===== config.mk =====
export PLATFORM = sky130hd
export DESIGN_NAME = store_queue_drain_unit
export DESIGN_NICKNAME = d
export VERILOG_FILES = /design/src/rtl/store_queue_drain_unit_pkg.sv /design/src/rtl/store_drain_ptr_counter.sv /design/src/rtl/store_queue_drain_unit.sv
export SDC_FILE = /design/constraint.sdc
export NUM_CORES = 1
export LEC_CHECK = 0
export ABC_CLOCK_PERIOD_IN_PS = 3200
export CORE_AREA = 2 2 111 113
export CTS_BUF_LIST = sky130_fd_sc_hd__clkbuf_16
export CTS_CLUSTER_DIAMETER = 80
export DETAILED_ROUTE_END_ITERATION = 16
export DIE_AREA = 0 0 113 115
export DONT_BUFFER_PORTS = 1
export GPL_TIMING_DRIVEN = 0
export PLACE_DENSITY_LB_ADDON = 0.1
export SYNTH_ARGS = -nofsm -noshare
export SYNTH_HDL_FRONTEND = slang
export SYNTH_HIERARCHICAL = 1
export SYNTH_SLANG_ARGS = --single-unit

===== constraint.sdc =====
create_clock -name clk -period 3.2 [get_ports clk]
set_clock_uncertainty 0.1 [all_clocks]
set_input_delay 0.64 -clock clk [delete_from_list [all_inputs] [get_ports clk]]
set_output_delay 0.64 -clock clk [all_outputs]
set_load 0.05 [all_outputs]

===== src/rtl/store_queue_drain_unit_pkg.sv =====
`default_nettype none
// ============================================================================
// Module      : store_queue_drain_unit_pkg
// Description : Shared types for the retired-store drain path: LSQ block
//               widths, drain FSM state encoding and the D-cache request.
// Revision    : 1.0 - initial release
// ============================================================================
package store_queue_drain_unit_pkg;

    // Widths owned by the load/store unit; the drain unit follows them.
    localparam int LSQ_BLOCK_ADDR_WIDTH = 28;
    localparam int LSQ_BLOCK_WORD_NUM   = 2;
    localparam int LSQ_WORD_WIDTH       = 32;
    localparam int LSQ_BYTE_WE_WIDTH    = 4;

    typedef logic [LSQ_BLOCK_ADDR_WIDTH-1:0]                lsq_block_addr_t;
    typedef logic [LSQ_WORD_WIDTH*LSQ_BLOCK_WORD_NUM-1:0]   lsq_block_data_t;
    typedef logic [LSQ_BLOCK_WORD_NUM-1:0]                  lsq_word_we_t;
    typedef logic [LSQ_BYTE_WE_WIDTH-1:0]                   lsq_byte_we_t;

    typedef enum logic [1:0] {
        DRAIN_IDLE = 2'd0,
        DRAIN_REQ  = 2'd1,
        DRAIN_WAIT = 2'd2,
        DRAIN_MISS = 2'd3
    } drain_state_t;

    typedef struct packed {
        lsq_block_addr_t addr;
        lsq_block_data_t data;
        lsq_word_we_t    wordWE;
        lsq_byte_we_t    byteWE;
    } drain_req_t;

    // Index width of a table with 'depth' entries; a single entry still needs one bit.
    function automatic int ptr_width(input int depth);
        return (depth > 1) ? $clog2(depth) : 1;
    endfunction

endpackage
`default_nettype wire


===== src/rtl/store_drain_ptr_counter.sv =====
`default_nettype none
// ============================================================================
// Module      : store_drain_ptr_counter
// Description : Retired-store read pointer (wraps at ENTRY_NUM, which need not
//               be a power of two) and the count of committed, undrained stores.
// Revision    : 1.0 - initial release
// ============================================================================
module store_drain_ptr_counter
    import store_queue_drain_unit_pkg::*;
#(
    parameter  int ENTRY_NUM    = 16,
    parameter  int COMMIT_WIDTH = 2,
    localparam int PTR_W        = ptr_width(ENTRY_NUM),
    localparam int PEND_W       = $clog2(ENTRY_NUM + 1),
    localparam int CNT_W        = $clog2(COMMIT_WIDTH + 1)
) (
    input  logic              clk,
    input  logic              rst,
    input  logic [CNT_W-1:0]  i_commitNum,
    input  logic              i_pop,
    output logic [PTR_W-1:0]  o_readPtr,
    output logic [PEND_W-1:0] o_pending
);

    localparam logic [PTR_W-1:0] c_LAST_PTR = PTR_W'(ENTRY_NUM - 1);

    logic [PTR_W-1:0]  r_readPtr;
    logic [PEND_W-1:0] r_pending;
    logic [PEND_W:0]   w_sum;

    // One spare bit so an overflow or underflow is visible rather than wrapped.
    assign w_sum = {1'b0, r_pending} + (PEND_W+1)'(i_commitNum) - (PEND_W+1)'(i_pop);

    always_ff @(posedge clk) begin
        if (rst) begin
            r_readPtr <= '0;
            r_pending <= '0;
        end else begin
            r_pending <= w_sum[PEND_W-1:0];
            if (i_pop) begin
                r_readPtr <= (r_readPtr == c_LAST_PTR) ? '0 : r_readPtr + PTR_W'(1);
            end
        end
    end

    assign o_readPtr = r_readPtr;
    assign o_pending = r_pending;

`ifndef SYNTHESIS
    a_pending_bound: assert property (@(posedge clk) disable iff (rst)
        w_sum <= (PEND_W+1)'(ENTRY_NUM));
`endif

endmodule
`default_nettype wire


===== src/rtl/store_queue_drain_unit.sv =====
`default_nettype none
// ============================================================================
// Module      : store_queue_drain_unit
// Description : Drains retired stores from the store queue head into the
//               D-cache write port, replaying on miss. Optional performance
//               counters are built when STORE_DRAIN_PERF_COUNTER_EN is defined.
// Revision    : 1.0 - initial release
// ============================================================================
module store_queue_drain_unit
    import store_queue_drain_unit_pkg::*;
#(
    parameter  int ENTRY_NUM        = 16,
    parameter  int COMMIT_WIDTH     = 2,
    parameter  int BLOCK_ADDR_WIDTH = LSQ_BLOCK_ADDR_WIDTH,
    parameter  int BLOCK_WORD_NUM   = LSQ_BLOCK_WORD_NUM,
    localparam int PTR_W            = ptr_width(ENTRY_NUM),
    localparam int PEND_W           = $clog2(ENTRY_NUM + 1),
    localparam int CNT_W            = $clog2(COMMIT_WIDTH + 1),
    localparam int DATA_W           = 32 * BLOCK_WORD_NUM
) (
    input  logic                        clk,
    input  logic                        rst,
    input  logic [CNT_W-1:0]            commitStoreNum,
    input  logic [PTR_W-1:0]            storeQueueHeadPtr,
    output logic [PTR_W-1:0]            retiredStoreQueuePtr,
    input  logic [BLOCK_ADDR_WIDTH-1:0] retiredStoreLSQ_BlockAddr,
    input  logic [DATA_W-1:0]           retiredStoreData,
    input  logic [BLOCK_WORD_NUM-1:0]   retiredStoreWordWE,
    input  logic [3:0]                  retiredStoreByteWE,
    input  logic                        retiredStoreCondEnabled,
    output logic                        releaseStoreQueueHead,
    output logic [CNT_W-1:0]            releaseStoreQueueHeadEntryNum,
    output logic                        dcWriteValid,
    input  logic                        dcWriteReady,
    output logic [BLOCK_ADDR_WIDTH-1:0] dcWriteAddr,
    output logic [DATA_W-1:0]           dcWriteData,
    output logic [BLOCK_WORD_NUM-1:0]   dcWriteWordWE,
    output logic [3:0]                  dcWriteByteWE,
    input  logic                        dcWriteAck,
    input  logic                        dcWriteHit,
    input  logic                        dcMissRefilled,
    output logic                        storeDrained,
    output logic [31:0]                 perfMissCount,
    output logic [31:0]                 perfStallCycles
);

    drain_state_t      r_state;
    drain_state_t      w_state_next;
    drain_req_t        r_req;
    logic              w_pop;
    logic              w_capture;
    logic              w_hasPending;
    logic [PTR_W-1:0]  w_readPtr;
    logic [PEND_W-1:0] w_pending;

    store_drain_ptr_counter #(
        .ENTRY_NUM    (ENTRY_NUM),
        .COMMIT_WIDTH (COMMIT_WIDTH)
    ) u_ptr_counter (
        .clk         (clk),
        .rst         (rst),
        .i_commitNum (commitStoreNum),
        .i_pop       (w_pop),
        .o_readPtr   (w_readPtr),
        .o_pending   (w_pending)
    );

    assign w_hasPending = (w_pending != '0);

    always_ff @(posedge clk) begin
        if (rst) begin
            r_state <= DRAIN_IDLE;
        end else begin
            r_state <= w_state_next;
        end
    end

    // IDLE looks only at the registered pending count, so a store committed
    // this cycle is first considered next cycle.
    always_comb begin
        w_state_next = r_state;
        w_pop        = 1'b0;
        w_capture    = 1'b0;
        case (r_state)
            DRAIN_IDLE: begin
                if (w_hasPending) begin
                    if (!retiredStoreCondEnabled) begin
                        w_pop = 1'b1;
                    end else begin
                        w_capture    = 1'b1;
                        w_state_next = DRAIN_REQ;
                    end
                end
            end
            DRAIN_REQ: begin
                if (dcWriteReady) begin
                    w_state_next = DRAIN_WAIT;
                end
            end
            DRAIN_WAIT: begin
                if (dcWriteAck) begin
                    if (dcWriteHit) begin
                        w_pop        = 1'b1;
                        w_state_next = DRAIN_IDLE;
                    end else begin
                        w_state_next = DRAIN_MISS;
                    end
                end
            end
            DRAIN_MISS: begin
                if (dcMissRefilled) begin
                    w_state_next = DRAIN_REQ;
                end
            end
            default: begin
                w_state_next = DRAIN_IDLE;
            end
        endcase
    end

    // Request is held across REQ/WAIT/MISS so a miss replays the same write.
    always_ff @(posedge clk) begin
        if (rst) begin
            r_req <= '0;
        end else if (w_capture) begin
            r_req.addr   <= retiredStoreLSQ_BlockAddr;
            r_req.data   <= retiredStoreData;
            r_req.wordWE <= retiredStoreWordWE;
            r_req.byteWE <= retiredStoreByteWE;
        end
    end

    assign retiredStoreQueuePtr          = w_readPtr;
    assign releaseStoreQueueHead         = w_pop;
    assign releaseStoreQueueHeadEntryNum = CNT_W'(w_pop);
    assign dcWriteValid                  = (r_state == DRAIN_REQ);
    assign dcWriteAddr                   = r_req.addr;
    assign dcWriteData                   = r_req.data;
    assign dcWriteWordWE                 = r_req.wordWE;
    assign dcWriteByteWE                 = r_req.byteWE;
    assign storeDrained                  = !w_hasPending && (r_state == DRAIN_IDLE);

`ifdef STORE_DRAIN_PERF_COUNTER_EN
    logic [31:0] r_perfMissCount;
    logic [31:0] r_perfStallCycles;

    always_ff @(posedge clk) begin
        if (rst) begin
            r_perfMissCount   <= '0;
            r_perfStallCycles <= '0;
        end else begin
            if ((r_state == DRAIN_WAIT) && dcWriteAck && !dcWriteHit) begin
                r_perfMissCount <= r_perfMissCount + 32'd1;
            end
            if (((r_state == DRAIN_REQ) && !dcWriteReady) || (r_state == DRAIN_MISS)) begin
                r_perfStallCycles <= r_perfStallCycles + 32'd1;
            end
        end
    end

    assign perfMissCount   = r_perfMissCount;
    assign perfStallCycles = r_perfStallCycles;
`else
    assign perfMissCount   = '0;
    assign perfStallCycles = '0;
`endif

`ifndef SYNTHESIS
    a_wait_needs_ack: assert property (@(posedge clk) disable iff (rst)
        (r_state == DRAIN_WAIT) |-> dcWriteAck);
    a_head_consistent: assert property (@(posedge clk) disable iff (rst)
        ((r_state == DRAIN_IDLE) && w_hasPending) |-> (w_readPtr == storeQueueHeadPtr));
`endif

endmodule
`default_nettype wire


==> impl_results.html, run 1 <==
<table>
<tr><th>Metric</th><th>Value</th></tr>
<tr><th colspan="2">Status</th></tr>
<tr><td>Status</td><td>complete, but fails checks</td></tr>
<tr><td>Violations in the final reports</td><td>design-rule violations</td></tr>
<tr><th colspan="2">Setup path</th></tr>
<tr><td>Startpoint type of the worst setup path</td><td>flop</td></tr>
<tr><td>CP startpoint</td><td>r_state[1]$_SDFFE_PP0P_</td></tr>
<tr><td>Required time worst endpoint</td><td>3.38 ns</td></tr>
<tr><td>Endpoint arrival time on the critical path</td><td>3.15 ns</td></tr>
<tr><td>R2r setup slk</td><td>0.22 ns</td></tr>
<tr><td>Terminus of the critical flop-to-flop path</td><td>u_ptr_counter/o_pending[4]$_SDFF_PP0_</td></tr>
<tr><td>Startpoint of the worst register-to-register path</td><td>r_state[1]$_SDFFE_PP0P_</td></tr>
<tr><td>Maximum fanout along the worst path</td><td>5</td></tr>
<tr><td>Cells on worst reg2reg path</td><td>12</td></tr>
<tr><td>Path type of the worst setup path</td><td>flop to flop</td></tr>
<tr><td>Element type at the critical path end</td><td>flop</td></tr>
<tr><th colspan="2">Final layout</th></tr>
<tr><td>Final standard cell utilization of the core</td><td>45.51%</td></tr>
<tr><td>Total number of nets in the final design</td><td>778</td></tr>
<tr><td>Number of inserted filler cells in the final layout</td><td>1231</td></tr>
<tr><td>Share of cells above drive strength 1</td><td>16.21%</td></tr>
<tr><td>Storage element area</td><td>2182 um^2</td></tr>
<tr><td>Combined area of the multi-input logic cells</td><td>2006 um^2</td></tr>
<tr><td>Area Overhead vs Synth</td><td>16.90%</td></tr>
<tr><td>Final cell count without fillers</td><td>807</td></tr>
<tr><td>Antenna diode instance count</td><td>0</td></tr>
<tr><th colspan="2">Placed design</th></tr>
<tr><td>Post-detailed-placement half-perimeter wirelength</td><td>9266 um</td></tr>
<tr><td>Number of buffers added on ports</td><td>0</td></tr>
<tr><td>Global placer's final weighted congestion</td><td>0.7753</td></tr>
<tr><td>Placed cell count</td><td>790</td></tr>
<tr><th colspan="2">Logic synthesis</th></tr>
<tr><td>Post-Syn Area per Cell</td><td>7.955 um^2</td></tr>
<tr><td>Synth Cell Area</td><td>4598 um^2</td></tr>
<tr><td>Number of different library cells in the post-synthesis netlist</td><td>34</td></tr>
<tr><td>Post-synthesis sequential area ratio</td><td>47.46%</td></tr>
<tr><td>Post-Syn Instances</td><td>578</td></tr>
<tr><td>Prevailing post-synth register cell</td><td>dfxtp_1</td></tr>
<tr><td>Yosys Warn Count</td><td>6</td></tr>
<tr><td>Post-synth ARST share</td><td>0%</td></tr>
<tr><td>Seq cells post-synth</td><td>109</td></tr>
<tr><td>Number of enable flip-flop cells after synthesis</td><td>0</td></tr>
<tr><th colspan="2">Detailed routing</th></tr>
<tr><td>Via/cell ratio</td><td>4.549</td></tr>
<tr><td>Remaining routing DRC violations</td><td>20</td></tr>
<tr><td>Initial DRC count</td><td>150</td></tr>
<tr><td>Remaining antenna violation count after routing</td><td>0</td></tr>
<tr><td>Overall via count from detail_route</td><td>3671</td></tr>
<tr><td>Number of optimization iterations in the first detailed-route pass</td><td>10</td></tr>
<tr><td>Per-cell routed wire length</td><td>14.72 um</td></tr>
<tr><td>Routed Wire Length</td><td>11880 um</td></tr>
<tr><th colspan="2">Pwr</th></tr>
<tr><td>Power density over the cells</td><td>1051 nW/um^2</td></tr>
<tr><td>Peak VDD IR</td><td>0.0004414 V</td></tr>
<tr><td>Power, Total</td><td>5649 uW</td></tr>
<tr><td>Leak pwr</td><td>0.002309 uW</td></tr>
<tr><th colspan="2">STA</th></tr>
<tr><td>Slew headroom</td><td>38.72%</td></tr>
<tr><td>Setup repair after global routing missed its margin</td><td>no</td></tr>
<tr><td>Final total negative setup slack</td><td>0 ns</td></tr>
<tr><td>Hold violation total from the final report</td><td>0</td></tr>
<tr><td>Min Clock Period, post-route</td><td>2.977 ns</td></tr>
<tr><td>Achievable clock frequency</td><td>336.0 MHz</td></tr>
<tr><td>Transition time of the tightest slew-check pin</td><td>0.9152 ns</td></tr>
<tr><td>Post-Route Hold Slack</td><td>0.3195 ns</td></tr>
<tr><td>Count of final max-slew check failures</td><td>0</td></tr>
<tr><td># setup viols final</td><td>0</td></tr>
<tr><td>Portion of the clock cycle consumed by the worst path in the final layout</td><td>93.02%</td></tr>
<tr><th colspan="2">Die</th></tr>
<tr><td>Number of top-level pins</td><td>282</td></tr>
<tr><td>Overall die area</td><td>13000 um^2</td></tr>
<tr><td>DIE HEIGHT</td><td>115 um</td></tr>
<tr><td>Core ar.</td><td>11810 um^2</td></tr>
<tr><td>Initial core utilization</td><td>38.93%</td></tr>
<tr><td>FP Rows</td><td>40</td></tr>
<tr><td>Die extent in x</td><td>113 um</td></tr>
<tr><th colspan="2">Global routing</th></tr>
<tr><td>Pin count of the biggest net entering global routing</td><td>19</td></tr>
<tr><td>Grt ovf</td><td>0</td></tr>
<tr><td>First-pass GRT wire length</td><td>17650 um</td></tr>
<tr><td>Number of global-route vias before repair</td><td>3401</td></tr>
<tr><td>Antenna violations before repair</td><td>0</td></tr>
<tr><td>All-layer global routing usage</td><td>17.23%</td></tr>
<tr><th colspan="2">CTS</th></tr>
<tr><td>Clock root buffer master</td><td>clkbuf_16</td></tr>
<tr><td>CTS tree</td><td>done</td></tr>
<tr><td>Clock buffer depth</td><td>2</td></tr>
<tr><td>TritonCTS Buffers</td><td>9</td></tr>
<tr><td>Number of levels the H-tree was split into</td><td>3</td></tr>
<tr><td>Sinks on Clock Net</td><td>109</td></tr>
<tr><td>Worst-path clk slew</td><td>0.08 ns</td></tr>
<tr><td>Clock latency of the later-clocked register in the worst-skew pair</td><td>0.34 ns</td></tr>
<tr><th colspan="2">Hold path</th></tr>
<tr><td>Depth of the worst hold-timing path</td><td>2</td></tr>
<tr><td>Min-Delay Path Class</td><td>input pin to flop</td></tr>
<tr><td>Worst hold path endpoint</td><td>dcWriteWordWE[0]$_SDFFE_PP0P_</td></tr>
<tr><td>Launch point of the worst hold path</td><td>retiredStoreWordWE[0]</td></tr>
<tr><th colspan="2">Run</th></tr>
<tr><td>Max capacitance violation total</td><td>0</td></tr>
</table>
critical path: stages (launching register included):
cell and delay [ns]:
dfxtp_1 0.33, inv_1 0.11, ha_2 0.23, nand2b_2 0.12, o21ai_4 0.45, ha_1 0.32
inv_1 0.06, ha_1 0.16, inv_1 0.06, fa_1 0.39, nand2b_4 0.17, a2111oi_2 0.28
o21bai_1 0.14
area by class of cell:
class | instances | area share (%)
inverters | 12 | 0.8380
repair buffers | 1 | 0.06983
clock inverters | 7 | 1.373
multi-input cells | 423 | 37.31
plain buffers | 99 | 12.20
flip-flops and latches | 109 | 40.60
clock buffers | 9 | 4.190
well taps | 147 | 3.422
Yosys cell counts (2+ instances only):
cell type	instances	area share (%)
o21ai_0	2	0.22
nand2b_1	6	0.82
buf_6	2	0.49
ha_1	11	3.0
inv_1	12	0.98
xor2_1	2	0.38
a21oi_1	102	11
buf_4	68	11
clkbuf_1	18	1.5
nand2_1	197	16
nand3_1	3	0.33
or4_1	2	0.33
dfxtp_1	109	47
buf_2	11	1.2
o31ai_1	2	0.33
nor2_1	10	0.82
nor2b_1	4	0.54
per-stage QoR:
step           area (um^2)  setup WS (ns)
4_1_cts               5341        0.04142
2_1_floorplan         4842        0.06503
6_report              5375         0.2235
5_1_grt               5375        0.05221
3_5_place_dp          5035        -0.1522
3_3_place_gp          5026        -0.1130
cell usage in the layout (no fill, tap or decap), types with 2 or more instances in the layout:
cell,Yosys,routed
a21oi_1,102,102
buf_4,68,68
dfxtp_1,109,109
nand2_1,197,197
clkbuf_16,0,9
nor2_1,10,9
xor2_1,2,2
inv_1,12,12
o31ai_1,2,2
nand2b_1,6,4
conb_1,1,65
clkinv_4,0,2
nand3_1,3,3
ha_1,11,10
inv_6,0,2
clkbuf_1,18,18
nor2b_1,4,4
or4_1,2,2
buf_2,11,11
buf_6,2,2
repair_timing:
action,in CTS,in global routing
hold buffers,0,0
gates cloned,0,1
setup buffers,0,0
setup endpoints to repair,1,1
gates resized for setup,1,6
pin swaps,0,2
flip-flops by register name, indices dropped and copies added, names as in the netlist:
register	flops
dcWriteAddr	28
dcWriteWordWE	2
u_ptr_counter/o_readPtr	4
dcWriteData	64
u_ptr_counter/o_pending	5
r_state	2
dcWriteByteWE	4
where the power goes:
group	internal (uW)	switching [uW]
Sequential	1660	1170
Clock	612	511
Combinational	583	1110
metal layers:
layer  vias up  track usage [%]  wire, um
met2       177            29.70      5900
met5         -                0         0
met1      1608            19.00      4291
met3         7            8.224      1577
met4         0            5.122       106
li1       1879                -         -
cells by family after synthesis:
family | after synthesis | share of synthesized area (%)
muxes | 2 | 0.4626
adders and majority gates | 12 | 3.429
and+or+nand+nor | 228 | 19.89
DFF | 109 | 47.46
AOI/OAI and AO/OA | 112 | 12.87
xor gates and xnor gates | 3 | 0.5715
other | 1 | 0.08155
buffers and inverters | 111 | 15.24
worst max path at each step:
| stage | endpoint | slack (ns) |
|---|---|---|
| final | u_ptr_counter/o_pending[4]$_SDFF_PP0_ | 0.22 |
| after global routing | u_ptr_counter/o_pending[4]$_SDFF_PP0_ | 0.05 |
| after CTS | u_ptr_counter/o_pending[4]$_SDFF_PP0_ | 0.04 |
| after detailed placement | u_ptr_counter/o_pending[4]$_SDFF_PP0_ | -0.15 |
| after global placement | u_ptr_counter/o_pending[4]$_SDFF_PP0_ | -0.11 |
| after floorplan | u_ptr_counter/o_pending[4]$_SDFF_PP0_ | 0.07 |
Note: power is estimated with default switching activity, not from simulation.
==> run 2: changes to the inputs <==
Settings changed: ABC_CLOCK_PERIOD_IN_PS 3200 to 3500, CORE_AREA 2 2 111 113 to 2 2 109 111, DIE_AREA 0 0 113 115 to 0 0 111 113, TNS_END_PERCENT set to 20.
Clock period 3.2 ns to 3.5 ns, I/O delays scaled along.
==> run 2 against run 1 <==
The flow now finishes without violations. Critical endpoint unchanged. Utilization grew 2.0 points. Fmax shrank 7.1%. Final area shrank 0.44%. Global-route usage is essentially flat. Clock power shrank 4%. Setup slack gained 0.072 ns. Hold slack gained 0.060 ns. Final cell count shrank 0.62%. Combinational power shrank 11%. Register-to-register slack gained 0.07 ns.
==> impl_results.html, run 2 (synthesis gave the netlist of run 1 again) <==
<table>
<tr><th>Metric</th><th>Value</th></tr>
<tr><th colspan="2">Setup path</th></tr>
<tr><td>CP startpoint</td><td>u_ptr_counter/o_pending[3]$_SDFF_PP0_</td></tr>
<tr><td>Element type at the critical path end</td><td>flop</td></tr>
<tr><td>Terminus of the critical flop-to-flop path</td><td>u_ptr_counter/o_pending[4]$_SDFF_PP0_</td></tr>
<tr><td>Required time worst endpoint</td><td>3.68 ns (+0.30 ns)</td></tr>
<tr><td>R2r setup slk</td><td>0.30 ns (+0.07 ns)</td></tr>
<tr><td>Cells on worst reg2reg path</td><td>11 (-1)</td></tr>
<tr><td>Worst stage delay on the critical path</td><td>0.56 ns (+0.11 ns)</td></tr>
<tr><td>Maximum fanout along the worst path</td><td>9 (+4)</td></tr>
<tr><td>Cell with the largest stage delay on the worst path</td><td>or4_4</td></tr>
<tr><td>Endpoint arrival time on the critical path</td><td>3.38 ns (+0.23 ns)</td></tr>
<tr><td>CP endpoint</td><td>u_ptr_counter/o_pending[4]$_SDFF_PP0_</td></tr>
<tr><td>Worst path cell trace</td><td>or4_4 -&gt; nor2_1 -&gt; o21ai_4 -&gt; ha_1 -&gt; inv_1 -&gt; ha_1 -&gt; inv_1 -&gt; fa_1 -&gt; nand2b_1 -&gt; a2111oi_1 -&gt; o21bai_1</td></tr>
<tr><td>Path type of the worst setup path</td><td>flop to flop</td></tr>
<tr><td>Startpoint type of the worst setup path</td><td>flop</td></tr>
<tr><td>Startpoint of the worst register-to-register path</td><td>u_ptr_counter/o_pending[3]$_SDFF_PP0_</td></tr>
<tr><th colspan="2">Die</th></tr>
<tr><td>Number of top-level pins</td><td>282 (unchanged)</td></tr>
<tr><td>FP Rows</td><td>39 (-2.5%)</td></tr>
<tr><td>DIE HEIGHT</td><td>113 um (-1.7%)</td></tr>
<tr><td>Overall die area</td><td>12540 um^2 (-3.5%)</td></tr>
<tr><td>Core ar.</td><td>11270 um^2 (-4.6%)</td></tr>
<tr><td>Die extent in x</td><td>111 um (-1.8%)</td></tr>
<tr><td>Initial core utilization</td><td>40.79% (+1.9 points)</td></tr>
<tr><th colspan="2">Final layout</th></tr>
<tr><td>Antenna diode instance count</td><td>0 (unchanged)</td></tr>
<tr><td>Number of inserted filler cells in the final layout</td><td>1137 (-7.6%)</td></tr>
<tr><td>Leading cell type in the layout, fill and taps excluded</td><td>nand2_1</td></tr>
<tr><td>Combined area of the multi-input logic cells</td><td>1972 um^2 (-1.7%)</td></tr>
<tr><td>Final standard cell utilization of the core</td><td>47.47% (+2.0 points)</td></tr>
<tr><td>Share of cells above drive strength 1</td><td>15.02% (-1.2 points)</td></tr>
<tr><td>Commonest cells after routing, fill and taps aside</td><td>nand2_1 (197), dfxtp_1 (109), a21oi_1 (102)</td></tr>
<tr><td>Area Overhead vs Synth</td><td>16.38%</td></tr>
<tr><td>Storage element area</td><td>2182 um^2 (unchanged)</td></tr>
<tr><td>Total number of nets in the final design</td><td>777 (-0.13%)</td></tr>
<tr><td>Summed area of non-filler cells in the final layout</td><td>5351 um^2 (-0.44%)</td></tr>
<tr><td>Max FFs per register</td><td>64 (unchanged)</td></tr>
<tr><th colspan="2">Placed design</th></tr>
<tr><td>Placed instance area</td><td>5030 um^2 (about the same)</td></tr>
<tr><td>Post-detailed-placement half-perimeter wirelength</td><td>9011 um (-2.8%)</td></tr>
<tr><td>Global placer's final weighted congestion</td><td>0.8191 (+5.6%)</td></tr>
<tr><td>Number of buffers added on ports</td><td>0 (unchanged)</td></tr>
<tr><th colspan="2">Detailed routing</th></tr>
<tr><td>Remaining routing DRC violations</td><td>0 (-100%)</td></tr>
<tr><td>Number of optimization iterations in the first detailed-route pass</td><td>4 (-6)</td></tr>
<tr><td>Via/cell ratio</td><td>4.632 (+1.8%)</td></tr>
<tr><td>Initial DRC count</td><td>134 (-11%)</td></tr>
<tr><td>Routed Wire Length</td><td>11660 um (-1.8%)</td></tr>
<tr><td>Overall via count from detail_route</td><td>3715 (+1.2%)</td></tr>
<tr><td>Remaining antenna violation count after routing</td><td>0 (unchanged)</td></tr>
<tr><td>Per-cell routed wire length</td><td>14.53 um (-1.2%)</td></tr>
<tr><th colspan="2">Pwr</th></tr>
<tr><td>Power density over the cells</td><td>964.6 nW/um^2 (-8.2%)</td></tr>
<tr><td>Clock power frac</td><td>20.9% (+1.0 points)</td></tr>
<tr><td>Combinational group share of total power</td><td>29.2% (-0.9 points)</td></tr>
<tr><td>Part of the total power dissipated in sequential elements</td><td>49.9% (-0.2 points)</td></tr>
<tr><td>Switching share of power</td><td>48.56% (-0.85 points)</td></tr>
<tr><td>Switching pwr</td><td>2507 uW (-10%)</td></tr>
<tr><td>Power, Total</td><td>5162 uW (-8.6%)</td></tr>
<tr><td>Total internal power</td><td>2655 uW (-7.1%)</td></tr>
<tr><td>Peak VDD IR</td><td>0.0003862 V (-13%)</td></tr>
<tr><td>Leak pwr</td><td>0.002304 uW (-0.23%)</td></tr>
<tr><th colspan="2">CTS</th></tr>
<tr><td>TritonCTS Buffers</td><td>9 (unchanged)</td></tr>
<tr><td>Sinks on Clock Net</td><td>109 (unchanged)</td></tr>
<tr><td>Clock buffer depth</td><td>2 (unchanged)</td></tr>
<tr><td>Clock latency of the later-clocked register in the worst-skew pair</td><td>0.34 ns (about the same)</td></tr>
<tr><td>CTS tree</td><td>done</td></tr>
<tr><td>Worst-path clk slew</td><td>0.07 ns (about the same)</td></tr>
<tr><td>Number of levels the H-tree was split into</td><td>3 (unchanged)</td></tr>
<tr><td>Clock root buffer master</td><td>clkbuf_16</td></tr>
<tr><td>Count of hold-fix buffers inserted at cts</td><td>0 (unchanged)</td></tr>
<tr><th colspan="2">Global routing</th></tr>
<tr><td>First-pass GRT wire length</td><td>17110 um (-3.0%)</td></tr>
<tr><td>All-layer global routing usage</td><td>17.22% (about the same)</td></tr>
<tr><td>Grt ovf</td><td>0 (unchanged)</td></tr>
<tr><td>Pin count of the biggest net entering global routing</td><td>18 (-1)</td></tr>
<tr><td>Antenna violations before repair</td><td>0 (unchanged)</td></tr>
<tr><td>Number of global-route vias before repair</td><td>3452 (+1.5%)</td></tr>
<tr><th colspan="2">STA</th></tr>
<tr><td>Post-Route Hold Slack</td><td>0.3799 ns (+0.06044 ns)</td></tr>
<tr><td>Min Clock Period, post-route</td><td>3.205 ns (+0.2284 ns)</td></tr>
<tr><td>Achievable clock frequency</td><td>312.0 MHz (-7.1%)</td></tr>
<tr><td>Setup repair after global routing missed its margin</td><td>no</td></tr>
<tr><td>Final total negative setup slack</td><td>0 ns (unchanged)</td></tr>
<tr><td># setup viols final</td><td>0 (unchanged)</td></tr>
<tr><td>Portion of the clock cycle consumed by the worst path in the final layout</td><td>91.57% (-1.4 points)</td></tr>
<tr><td>Hold violation total from the final report</td><td>0 (unchanged)</td></tr>
<tr><td>Slew headroom</td><td>36.61% (-2.1 points)</td></tr>
<tr><td>Count of final max-slew check failures</td><td>0 (unchanged)</td></tr>
<tr><td>Transition time of the tightest slew-check pin</td><td>0.9467 ns (+0.03158 ns)</td></tr>
<tr><th colspan="2">Hold path</th></tr>
<tr><td>Depth of the worst hold-timing path</td><td>2 (unchanged)</td></tr>
<tr><td>Min-Delay Path Class</td><td>input pin to flop</td></tr>
<tr><th colspan="2">Status</th></tr>
<tr><td>Status</td><td>completed</td></tr>
<tr><th colspan="2">Run</th></tr>
<tr><td>Max capacitance violation total</td><td>0 (unchanged)</td></tr>
</table>
run 2: layout make-up:
cell class	count	share of cell area, %
inverter	12	0.8417
clock buffer	9	4.209
multi-input combinational	422	36.85
tap	143	3.343
buffer	99	12.25
sequential	109	40.78
timing repair buffer	1	0.07014
clock inverter	7	1.660
run 2: worst max-delay path: cells and delay by family (launching register included):
| kind | cells | cell delay (ns) |
|---|---|---|
| AND/OR/NAND/NOR | 3 | 0.95 |
| buffers and inverters | 2 | 0.11 |
| adder cells (fa/ha/maj) | 3 | 0.89 |
| AO/OA/AOI/OAI | 3 | 0.76 |
| flip-flops | 1 | 0.34 |
run 2: per-layer routing:
metal  global-route usage (%)  vias to the layer above  wire, um  share of wire, %
met4                    7.833                        0       287               2.5
met2                    30.47                      175      5678                49
met5                        0                        -         0                 0
li1                         -                     1868         -                 -
met1                    18.17                     1654      4364                37
met3                    6.749                       18      1326                11
run 2: worst min-delay path by stage:
stage                                  startpoint                            to  slack, ns
after floorplan           r_state[1]$_SDFFE_PP0P_       r_state[1]$_SDFFE_PP0P_       0.41
after global placement    r_state[1]$_SDFFE_PP0P_       r_state[1]$_SDFFE_PP0P_       0.44
after detailed placement  r_state[1]$_SDFFE_PP0P_       r_state[1]$_SDFFE_PP0P_       0.45
after CTS                     retiredStoreData[8]   dcWriteData[8]$_SDFFE_PP0P_       0.37
after global routing         retiredStoreData[19]  dcWriteData[19]$_SDFFE_PP0P_       0.37
final                         retiredStoreData[8]   dcWriteData[8]$_SDFFE_PP0P_       0.38
run 2: per-stage QoR:
step	worst slack (ns)	instances
final	0.2951	802
after global routing	0.1810	802
after CTS	0.09525	802
after detailed placement	0.02851	786
after global placement	0.1245	785
after floorplan	0.3050	642
run 2: power by group through the flow:
stage,clock (uW),sequential [uW],combinational (uW)
finish,1080,2580,1510
floorplan,0,2530,1250
global placement,0,2610,1460
global route,1150,2610,1690
detailed placement,0,2610,1520
CTS,1100,2580,1520
run 2: what timing repair did:
action / 4_1_cts / 5_1_grt
endpoints found under the setup margin: 0 / 1
gates resized for setup: 0 / 1
hold endpoints to repair: 0 / 0
buffers inserted: 0 / 0
==> run 3: changes to the inputs <==
Settings changed: CORE_AREA 2 2 109 111 to unset, CORE_MARGIN set to 1.5, CORE_UTILIZATION set to 40, CTS_CLUSTER_SIZE set to 8, DIE_AREA 0 0 111 113 to unset, DONT_BUFFER_PORTS 1 to unset.
==> run 3 against run 2 <==
Combinational power is 100% higher. Sequential cell count unchanged. Utilization increased by 20 points. Final area grew 38%. Die area fell by 3.2%. Total power grew 9.0%. Non-clock buffer count is 211 higher. Setup slack got worse by 0.20 ns. Critical path depth fell by 7. Highest routed layer unchanged.
==> impl_results.html, run 3 (synthesis gave the netlist of run 1 again) <==
<table>
<tr><th>Metric</th><th>Value</th></tr>
<tr><th colspan="2">Placed design</th></tr>
<tr><td>Global placer's final weighted congestion</td><td>0.7511 (-8.3%)</td></tr>
<tr><td>Placed instance area</td><td>7139 um^2 (+42%)</td></tr>
<tr><td>Post-detailed-placement half-perimeter wirelength</td><td>10200 um (+13%)</td></tr>
<tr><td>Number of buffers added on ports</td><td>212 (+212)</td></tr>
<tr><th colspan="2">Die</th></tr>
<tr><td>Initial core utilization</td><td>41.69% (+0.89 points)</td></tr>
<tr><td>DIE HEIGHT</td><td>110.2 um (-2.5%)</td></tr>
<tr><td>Die extent in x</td><td>110.2 um (-0.71%)</td></tr>
<tr><td>Overall die area</td><td>12150 um^2 (-3.2%)</td></tr>
<tr><td>Number of top-level pins</td><td>282 (unchanged)</td></tr>
<tr><td>FP Rows</td><td>38 (-2.6%)</td></tr>
<tr><td>Core ar.</td><td>11030 um^2 (-2.1%)</td></tr>
<tr><th colspan="2">Detailed routing</th></tr>
<tr><td>Routed Wire Length</td><td>13120 um (+13%)</td></tr>
<tr><td>Per-cell routed wire length</td><td>13.00 um (-11%)</td></tr>
<tr><td>Remaining routing DRC violations</td><td>0 (unchanged)</td></tr>
<tr><td>Overall via count from detail_route</td><td>4500 (+21%)</td></tr>
<tr><td>Remaining antenna violation count after routing</td><td>0 (unchanged)</td></tr>
<tr><td>Initial DRC count</td><td>174 (+30%)</td></tr>
<tr><td>Number of optimization iterations in the first detailed-route pass</td><td>4 (unchanged)</td></tr>
<tr><td>Via/cell ratio</td><td>4.460 (-3.7%)</td></tr>
<tr><th colspan="2">Final layout</th></tr>
<tr><td>Summed area of non-filler cells in the final layout</td><td>7406 um^2 (+38%)</td></tr>
<tr><td>Commonest cells after routing, fill and taps aside</td><td>clkdlybuf4s50_1 (211), nand2_1 (197), dfxtp_1 (109)</td></tr>
<tr><td>Leading cell type in the layout, fill and taps excluded</td><td>clkdlybuf4s50_1</td></tr>
<tr><td>Combined area of the multi-input logic cells</td><td>1959 um^2 (-0.63%)</td></tr>
<tr><td>Antenna diode instance count</td><td>0 (unchanged)</td></tr>
<tr><td>Final standard cell utilization of the core</td><td>67.14% (+20 points)</td></tr>
<tr><td>Total number of nets in the final design</td><td>988 (+27%)</td></tr>
<tr><td>Storage element area</td><td>2182 um^2 (unchanged)</td></tr>
<tr><td>Area Overhead vs Synth</td><td>61.06%</td></tr>
<tr><td>Max FFs per register</td><td>64 (unchanged)</td></tr>
<tr><td>Share of cells above drive strength 1</td><td>11.39% (-3.6 points)</td></tr>
<tr><td>Number of inserted filler cells in the final layout</td><td>940 (-17%)</td></tr>
<tr><th colspan="2">STA</th></tr>
<tr><td>Setup repair after global routing missed its margin</td><td>no</td></tr>
<tr><td>Slew headroom</td><td>58.66% (+22 points)</td></tr>
<tr><td>Portion of the clock cycle consumed by the worst path in the final layout</td><td>97.19% (+5.6 points)</td></tr>
<tr><td>Count of final max-slew check failures</td><td>0 (unchanged)</td></tr>
<tr><td># setup viols final</td><td>0 (unchanged)</td></tr>
<tr><td>Achievable clock frequency</td><td>294.0 MHz (-5.8%)</td></tr>
<tr><td>Transition time of the tightest slew-check pin</td><td>0.6201 ns (-0.3267 ns)</td></tr>
<tr><td>Post-Route Hold Slack</td><td>0.3549 ns (-0.02501 ns)</td></tr>
<tr><td>Final total negative setup slack</td><td>0 ns (unchanged)</td></tr>
<tr><td>Min Clock Period, post-route</td><td>3.402 ns (+0.1967 ns)</td></tr>
<tr><td>Hold violation total from the final report</td><td>0 (unchanged)</td></tr>
<tr><th colspan="2">CTS</th></tr>
<tr><td>Clock root buffer master</td><td>clkbuf_16</td></tr>
<tr><td>Number of levels the H-tree was split into</td><td>3 (unchanged)</td></tr>
<tr><td>Clock buffer depth</td><td>2 (unchanged)</td></tr>
<tr><td>Clock latency of the later-clocked register in the worst-skew pair</td><td>0.34 ns (about the same)</td></tr>
<tr><td>Sinks on Clock Net</td><td>109 (unchanged)</td></tr>
<tr><td>Worst-path clk slew</td><td>0.07 ns (about the same)</td></tr>
<tr><td>TritonCTS Buffers</td><td>9 (unchanged)</td></tr>
<tr><td>CTS tree</td><td>done</td></tr>
<tr><td>Buffers inserted by post-CTS timing repair</td><td>0 (unchanged)</td></tr>
<tr><th colspan="2">Pwr</th></tr>
<tr><td>Power, Total</td><td>5626 uW (+9.0%)</td></tr>
<tr><td>Total internal power</td><td>3022 uW (+14%)</td></tr>
<tr><td>Switching share of power</td><td>46.29% (-2.3 points)</td></tr>
<tr><td>Leak pwr</td><td>0.003075 uW (+33%)</td></tr>
<tr><td>Power density over the cells</td><td>759.6 nW/um^2 (-21%)</td></tr>
<tr><td>Clock power frac</td><td>16.6% (-4.3 points)</td></tr>
<tr><td>Combinational group share of total power</td><td>53.6% (+24 points)</td></tr>
<tr><td>Part of the total power dissipated in sequential elements</td><td>29.8% (-20 points)</td></tr>
<tr><td>Peak VDD IR</td><td>0.0003686 V (-4.6%)</td></tr>
<tr><td>Switching pwr</td><td>2604 uW (+3.9%)</td></tr>
<tr><th colspan="2">Status</th></tr>
<tr><td>Status</td><td>completed</td></tr>
<tr><th colspan="2">Global routing</th></tr>
<tr><td>Grt ovf</td><td>0 (unchanged)</td></tr>
<tr><td>Number of global-route vias before repair</td><td>4179 (+21%)</td></tr>
<tr><td>All-layer global routing usage</td><td>20.65% (+3.4 points)</td></tr>
<tr><td>Pin count of the biggest net entering global routing</td><td>18 (unchanged)</td></tr>
<tr><td>First-pass GRT wire length</td><td>19400 um (+13%)</td></tr>
<tr><td>Antenna violations before repair</td><td>0 (unchanged)</td></tr>
<tr><th colspan="2">Setup path</th></tr>
<tr><td>Required time worst endpoint</td><td>2.70 ns (-0.98 ns)</td></tr>
<tr><td>Cells on worst reg2reg path</td><td>11 (unchanged)</td></tr>
<tr><td>Element type at the critical path end</td><td>output pin</td></tr>
<tr><td>Maximum fanout along the worst path</td><td>9 (unchanged)</td></tr>
<tr><td>Endpoint arrival time on the critical path</td><td>2.60 ns (-0.78 ns)</td></tr>
<tr><td>Path type of the worst setup path</td><td>input pin to output pin</td></tr>
<tr><td>Startpoint type of the worst setup path</td><td>input pin</td></tr>
<tr><th colspan="2">Hold path</th></tr>
<tr><td>Min-Delay Path Class</td><td>flop to flop</td></tr>
<tr><td>Depth of the worst hold-timing path</td><td>2 (unchanged)</td></tr>
<tr><th colspan="2">Run</th></tr>
<tr><td>Max capacitance violation total</td><td>0 (unchanged)</td></tr>
</table>
==> run 3: changes by cell type in the layout (fill, tap and decap cells not counted), sizes merged <==
cell           change
buf                -1
bufinv             -2
clkdlybuf4s50    +211
clkinv             -1
clkinvlp           +1
dlymetal6s2s       +1
inv                +1
==> run 3: final timing paths <==
kind,startpoint,endpoint,slack (ns)
worst max-delay path,retiredStoreCondEnabled,releaseStoreQueueHead,0.1
worst min-delay path,dcWriteData[58]$_SDFFE_PP0P_,dcWriteData[58]$_SDFFE_PP0P_,0.35
worst max register to register,u_ptr_counter/o_pending[0]$_SDFF_PP0_,u_ptr_counter/o_pending[4]$_SDFF_PP0_,0.42
worst min register to register,dcWriteData[58]$_SDFFE_PP0P_,dcWriteData[58]$_SDFFE_PP0P_,0.35
==> run 3: per-stage QoR <==
step / setup WS, ns / std cells
CTS: 0.004581 / 1009
global route: 0.01234 / 1009
detailed placement: -0.08307 / 994
global placement: 0.02873 / 994
floorplan: 0.3050 / 642
finish: 0.09837 / 1009
==> run 3: repair_timing <==
action / 4_1_cts / 5_1_grt
hold buffers: 0 / 0
setup endpoints to repair: 0 / 1
gates resized for setup: 0 / 1
==> run 3: final cells by class <==
class | count | area share [%]
sequential | 109 | 29.46
timing repair buffer | 212 | 28.69
multi-input combinational | 422 | 26.46
buffer | 99 | 8.853
clock buffer | 9 | 3.041
tap | 140 | 2.365
inverter | 12 | 0.6082
clock inverter | 6 | 0.5237
==> run 3: critical path, stage by stage <==
cell	delay, ns
clkdlybuf4s50_1	0.47
nand2b_1	0.20
o21ai_2	0.34
clkdlybuf4s50_1	0.88
==> run 3: power by group through the flow <==
stage / sequential, uW / combinational, uW / clock (uW)
floorplan: 2530 / 1250 / 0
global placement: 1690 / 2960 / 0
detailed placement: 1700 / 3020 / 0
CTS: 1680 / 3040 / 961
global route: 1710 / 3240 / 1000
finish: 1670 / 3020 / 934
==> run 3: routing by layer <==
metal  up-vias  track usage, %  routed length, um
met3        20           8.172               1457
met2       184           38.51               6572
met4         0           7.784                302
li1       2289               -                  -
met5         -               0                  0
met1      2007           20.53               4790
